`src/rtl/grid_input_unit.sv`:
```
// Two-key grid input unit: synchronizes and debounces the move/select keys,
// walks a 0..8 cursor and raises a four-phase interrupt for each newly selected cell.
module grid_input_unit #(
  parameter int unsigned DEBOUNCE_CYCLES = 500000
) (
  input  logic       clk,
  input  logic       rst,
  input  logic [1:0] key_n,
  input  logic       game_clr,
  input  logic       int_ack,
  output logic       ipu_int,
  output logic [3:0] grid_coord,
  output logic [3:0] cursor,
  output logic [8:0] occupied
);

  localparam int unsigned CW = (DEBOUNCE_CYCLES > 1) ? $clog2(DEBOUNCE_CYCLES) : 1;
  localparam logic [CW-1:0] CNT_MAX = CW'(DEBOUNCE_CYCLES - 1);

  typedef enum logic [1:0] {IDLE, PEND, ACKD} state_t;

  logic [1:0]         sync1_q, sync2_q;
  logic [1:0]         db_q, db_d, dbp_q;
  logic [1:0][CW-1:0] cnt_q, cnt_d;
  state_t             state_q, state_d;
  logic [3:0]         cursor_q, cursor_d;
  logic [3:0]         coord_q, coord_d;
  logic [8:0]         occ_q, occ_d;
  logic [1:0]         press;
  logic               move_ev, sel_ev, accept;

  always_comb begin
    cnt_d = cnt_q;
    db_d  = db_q;
    for (int unsigned k = 0; k < 2; k++) begin
      if (sync2_q[k] != db_q[k]) begin
        if (cnt_q[k] == CNT_MAX) begin
          db_d[k]  = sync2_q[k];
          cnt_d[k] = '0;
        end else begin
          cnt_d[k] = cnt_q[k] + 1'b1;
        end
      end else begin
        cnt_d[k] = '0;
      end
    end
  end

  // Press pulse comes from the registered debounced level and its delayed copy,
  // so the FSM reacts one edge after the debounced level falls.
  assign press   = dbp_q & ~db_q;
  assign move_ev = press[0];
  assign sel_ev  = press[1];
  assign accept  = (state_q == IDLE) && sel_ev && !occ_q[cursor_q] && !game_clr;

  always_comb begin
    state_d  = state_q;
    cursor_d = cursor_q;
    coord_d  = coord_q;
    occ_d    = occ_q;
    case (state_q)
      IDLE: if (accept) state_d = PEND;
      PEND: if (int_ack) state_d = ACKD;
      ACKD: if (!int_ack) state_d = IDLE;
      default: state_d = IDLE;
    endcase
    if (accept) begin
      coord_d         = cursor_q;
      occ_d[cursor_q] = 1'b1;
    end
    if (game_clr) begin
      occ_d    = '0;
      cursor_d = '0;
    end else if (move_ev) begin
      cursor_d = (cursor_q == 4'd8) ? 4'd0 : cursor_q + 4'd1;
    end
  end

  always_ff @(posedge clk) begin
    if (!rst) begin
      sync1_q  <= '1;
      sync2_q  <= '1;
      db_q     <= '1;
      dbp_q    <= '1;
      cnt_q    <= '0;
      state_q  <= IDLE;
      cursor_q <= '0;
      coord_q  <= '0;
      occ_q    <= '0;
    end else begin
      sync1_q  <= key_n;
      sync2_q  <= sync1_q;
      db_q     <= db_d;
      dbp_q    <= db_q;
      cnt_q    <= cnt_d;
      state_q  <= state_d;
      cursor_q <= cursor_d;
      coord_q  <= coord_d;
      occ_q    <= occ_d;
    end
  end

  assign ipu_int    = (state_q == PEND);
  assign grid_coord = coord_q;
  assign cursor     = cursor_q;
  assign occupied   = occ_q;

endmodule

```
`config.mk`:
```
export PLATFORM = sky130hd
export DESIGN_NAME = grid_input_unit
export DESIGN_NICKNAME = d
export VERILOG_FILES = /design/src/rtl/grid_input_unit.sv
export SDC_FILE = /design/constraint.sdc
export NUM_CORES = 1
export LEC_CHECK = 0
export CORE_AREA = 3 3 74 76
export DETAILED_ROUTE_END_ITERATION = 7
export DIE_AREA = 0 0 77 79
export MAX_ROUTING_LAYER = met4
export PLACE_DENSITY_LB_ADDON = 0.05
export SLEW_MARGIN = 10
export SYNTH_ARGS = -nofsm -noshare
export SYNTH_HDL_FRONTEND = slang
export SYNTH_SLANG_ARGS = --single-unit
```
`constraint.sdc`:
```
create_clock -name clk -period 2.8 [get_ports clk]
set_input_delay 0.56 -clock clk [delete_from_list [all_inputs] [get_ports clk]]
set_output_delay 0.56 -clock clk [all_outputs]
set_load 0.01 [all_outputs]
```
==> reports/metrics.csv <==
stage;metric;value;unit
setup_path;Critical Path RT;3.08;ns
placement;PortBufs;23;
global_route;GRT Residual Overflow;0;
detailed_routing;DRC errors left;0;
worst_hold_path;hold path cells;1;
logic_synthesis;simple-gate share of the synthesized area;27.7;%
detailed_routing;vias per cell;5.28;
placement;DPL Wire Length;3420;um
power_and_ir_drop;Gate power share;1.6;%
status;status;complete, no violations;
die;Initial Util;58.0;%
detailed_routing;met2 routed wirelength;2210;um
die;FP Rows;25;
detailed_routing;routed vias;2126;
cts;H-tree depth;3;
logic_synthesis;Main synth FF type;dfxtp_1;
detailed_routing;TritonRoute pass-1 iters;4;
logic_synthesis;area share of xor/xnor cells in the synthesized design;11.7;%
logic_synthesis;flip-flop and latch count after synthesis;65;
die;Die H;79;um
cts;TritonCTS Buffers;9;
logic_synthesis;multiplexer share of the synthesized area;3.25;%
logic_synthesis;Synth area leaders;dfxtp_1, nor2_1, xor2_1, xnor2_1, nand2_1;
final_layout;Final Instance Area;0.00326;mm^2
sta;final setup vio count;0;
logic_synthesis;area leader, netlist;dfxtp_1;
placement;Placement Cell Area;0.00309;mm^2
logic_synthesis;top cell type's share of synthesized area;46.9;%
setup_path;CP startpoint kind;input port;
power_and_ir_drop;Sw Pwr;0.396;mW
setup_path;worst r2r path cells;5;
logic_synthesis;library cells used by synthesis;36;
setup_path;Top Family by Delay on Critical Path;simple AND/OR/NAND/NOR gates;
logic_synthesis;Syn Inst Count;302;
sta;Tcrit/Tclk final;85.8;%
cts;Clock Tree Buf Depth;2;
logic_synthesis;most frequent cell after synthesis;dfxtp_1;
cts;insertion delay to the later sink of the worst-skew pair;0.35;ns
cts;Hold-fix buffers, CTS;0;
final_layout;register area;0.00130;mm^2
setup_path;Crit. End Element;flip-flop;
cts;CTS root buf;clkbuf_8;
cts;setup bufs post-CTS;0;
power_and_ir_drop;leak pwr;1.05;nW
cts;Worst-path clk slew;0.07;ns
logic_synthesis;Net Count, Synth;314;
power_and_ir_drop;Sw Share;23.8;%
power_and_ir_drop;PD cells;509;mW/mm^2
setup_path;Worst Path Buf+Inv;2;
global_route;largest net degree at the start of global routing;22;
logic_synthesis;Post-synth top cells;dfxtp_1, nor2_1, nand2_1, xor2_1, xnor2_1;
placement;DP Cell Count;387;
cts;CTS tree;done;
setup_path;Critical-path top delay cell;or4_4;
cts;CTS Sinks;65;
detailed_routing;DRT iter0 DRCs;60;
detailed_routing;Post-Route WL;4860;um
setup_path;Max FO, Critical Path;6;
sta;setup TNS;0;ns
detailed_routing;Routed WL per cell;12.1;um
logic_synthesis;warnings from Yosys;0;
global_route;first-pass GRT wire length;8510;um
setup_path;flop2flop setup slack;0.63;ns
logic_synthesis;Post-Syn Area per Cell;9.19;um^2
sta;Max Freq;416;MHz
placement;GPL Wtd Cong;0.812;
final_layout;fill count;438;
logic_synthesis;ys async rst share;0;%
final_layout;share of layout cells above drive strength 1;7.74;%
die;full die area;0.00608;mm^2
sta;Final Hold Viols;0;
global_route;vias in the first global route;1928;
die;core area;0.00479;mm^2
logic_synthesis;sequential area share after synthesis;46.9;%
power_and_ir_drop;worst vdd ir;0.462;mV
worst_hold_path;Hold Path End;sync2_q[1];
power_and_ir_drop;P_int;1.27;mW
sta;post-layout min period;2.40;ns
global_route;GRT Util Overall;18.3;%
logic_synthesis;Post-Synth Adder-Cell Area;2.71;%
logic_synthesis;compound-gate portion of the synthesized area;5.23;%
setup_path;max incr delay on CP;0.55;ns
setup_path;critical path class;in -> reg;
final_layout;non-filler cells, final;403;
sta;Worst slew margin;56.9;%
detailed_routing;post-route ant nets;0;
detailed_routing;Metal-1 WL;2340;um
setup_path;RR Endpoint;grid_coord[2];
power_and_ir_drop;Clk network pwr share;42.4;%
final_layout;area of the multi-input gates;0.00140;mm^2
sta;transition time at the pin with the least slew margin;0.642;ns
power_and_ir_drop;register share of total power;55.9;%
detailed_routing;routed wl met3;226;um
final_layout;Layout area overhead;17.6;%
setup_path;Worst Path Arrival;2.68;ns
cts;Resized Gates After CTS;0;
logic_synthesis;largest family of logic cells by synthesized area;simple AND/OR/NAND/NOR gates;
global_route;initial antenna violation count;0;
die;Die X;77;um
worst_hold_path;Hold/Removal Path Class;reg -> reg;
worst_hold_path;Hold Path Origin;sync1_q[1];
setup_path;critical-path cell list;clkdlybuf4s50_1 > or4b_1 > or4_4 > nor4_4 > buf_4 > mux2i_1;
logic_synthesis;Syn Std Cell Area;0.00278;mm^2
sta;Worst Skew;0.00462;ns
final_layout;ANT cells;0;
detailed_routing;Top Metal Used;met4;
logic_synthesis;EDFF count, synth;0;
final_layout;NumNets Final;343;
flow_run;Max Cap Violations;0;
die;# IOs;24;
setup_path;Reg-to-Reg Start;db_q[1];
sta;Max Slew Vio Count;0;
sta;RSZ-0062 raised after global routing;false;
==> routing by layer <==
layer / vias up / track usage, %
met5: - / -
met4: 0 / 6.94
met3: 11 / 7.60
met2: 33 / 28.2
met1: 983 / 21.4
li1: 1099 / -
==> worst max-delay path by stage <==
stage,startpoint,end,depth (start not counted)
floorplan,game_clr,grid_coord[3],5
global placement,game_clr,grid_coord[3],6
detailed placement,game_clr,grid_coord[2],6
CTS,game_clr,grid_coord[2],6
global route,game_clr,grid_coord[2],6
finish,game_clr,grid_coord[2],6
==> cell families (layout without fill, tap and decap cells) <==
| logic type | Yosys count | in the layout |
|---|---|---|
| buffers and inverters | 17 | 51 |
| AOI/OAI and AO/OA | 18 | 18 |
| DFF | 65 | 65 |
| adders and majority gates | 6 | 6 |
| and+or+nand+nor | 150 | 150 |
| muxes | 9 | 9 |
| xor gates and xnor gates | 37 | 37 |
==> final cells by class <==
cell class                 count  area share (%)
multi-input combinational    220            43.0
sequential                    65            39.9
timing repair buffer          29            8.44
clock buffer                   9            3.80
tap                           67            2.57
clock inverter                 7            1.65
inverter                       6           0.690
==> power by group through the flow <==
stage | logic, mW | registers (mW) | clock network [mW]
3_3_place_gp | 0.0278 | 0.950 | 0
4_1_cts | 0.0277 | 0.929 | 0.727
5_1_grt | 0.0307 | 0.929 | 0.775
2_1_floorplan | 0.0153 | 0.950 | 0
6_report | 0.0273 | 0.929 | 0.705
3_5_place_dp | 0.0276 | 0.951 | 0
==> flip-flops by register name, indices dropped and copies added, names as in the netlist <==
| name | cells |
|---|---|
| sync1_q | 2 |
| grid_coord | 4 |
| db_q | 2 |
| occupied | 9 |
| sync2_q | 2 |
| cnt_q | 38 |
| state_q | 2 |
| cursor | 4 |
| dbp_q | 2 |
==> layout by cell type, fill, tap and decap left out, drive strengths merged, types with 6 or more instances in the layout <==
| cell | instances |
|---|---|
| a32o | 8 |
| and3 | 6 |
| buf | 6 |
| clkbuf | 9 |
| clkdlybuf4s50 | 23 |
| dfxtp | 65 |
| ha | 6 |
| inv | 8 |
| mux2i | 9 |
| nand2 | 33 |
| nand2b | 8 |
| nand3 | 13 |
| nor2 | 48 |
| nor3 | 6 |
| nor4 | 7 |
| xnor2 | 18 |
| xor2 | 19 |
==> per-stage QoR <==
step           hold WS, ns  setup WS, ns  power (mW)  util, %
3_5_place_dp         0.403        0.0135       0.978     64.5
3_3_place_gp         0.402        0.0895       0.978     64.5
2_1_floorplan        0.386         0.462       0.965        -
4_1_cts              0.426         0.382        1.68     68.2
5_1_grt              0.435         0.292        1.73     68.2
6_report             0.419         0.399        1.66     68.2
Note: power is estimated with default switching activity, not from simulation.
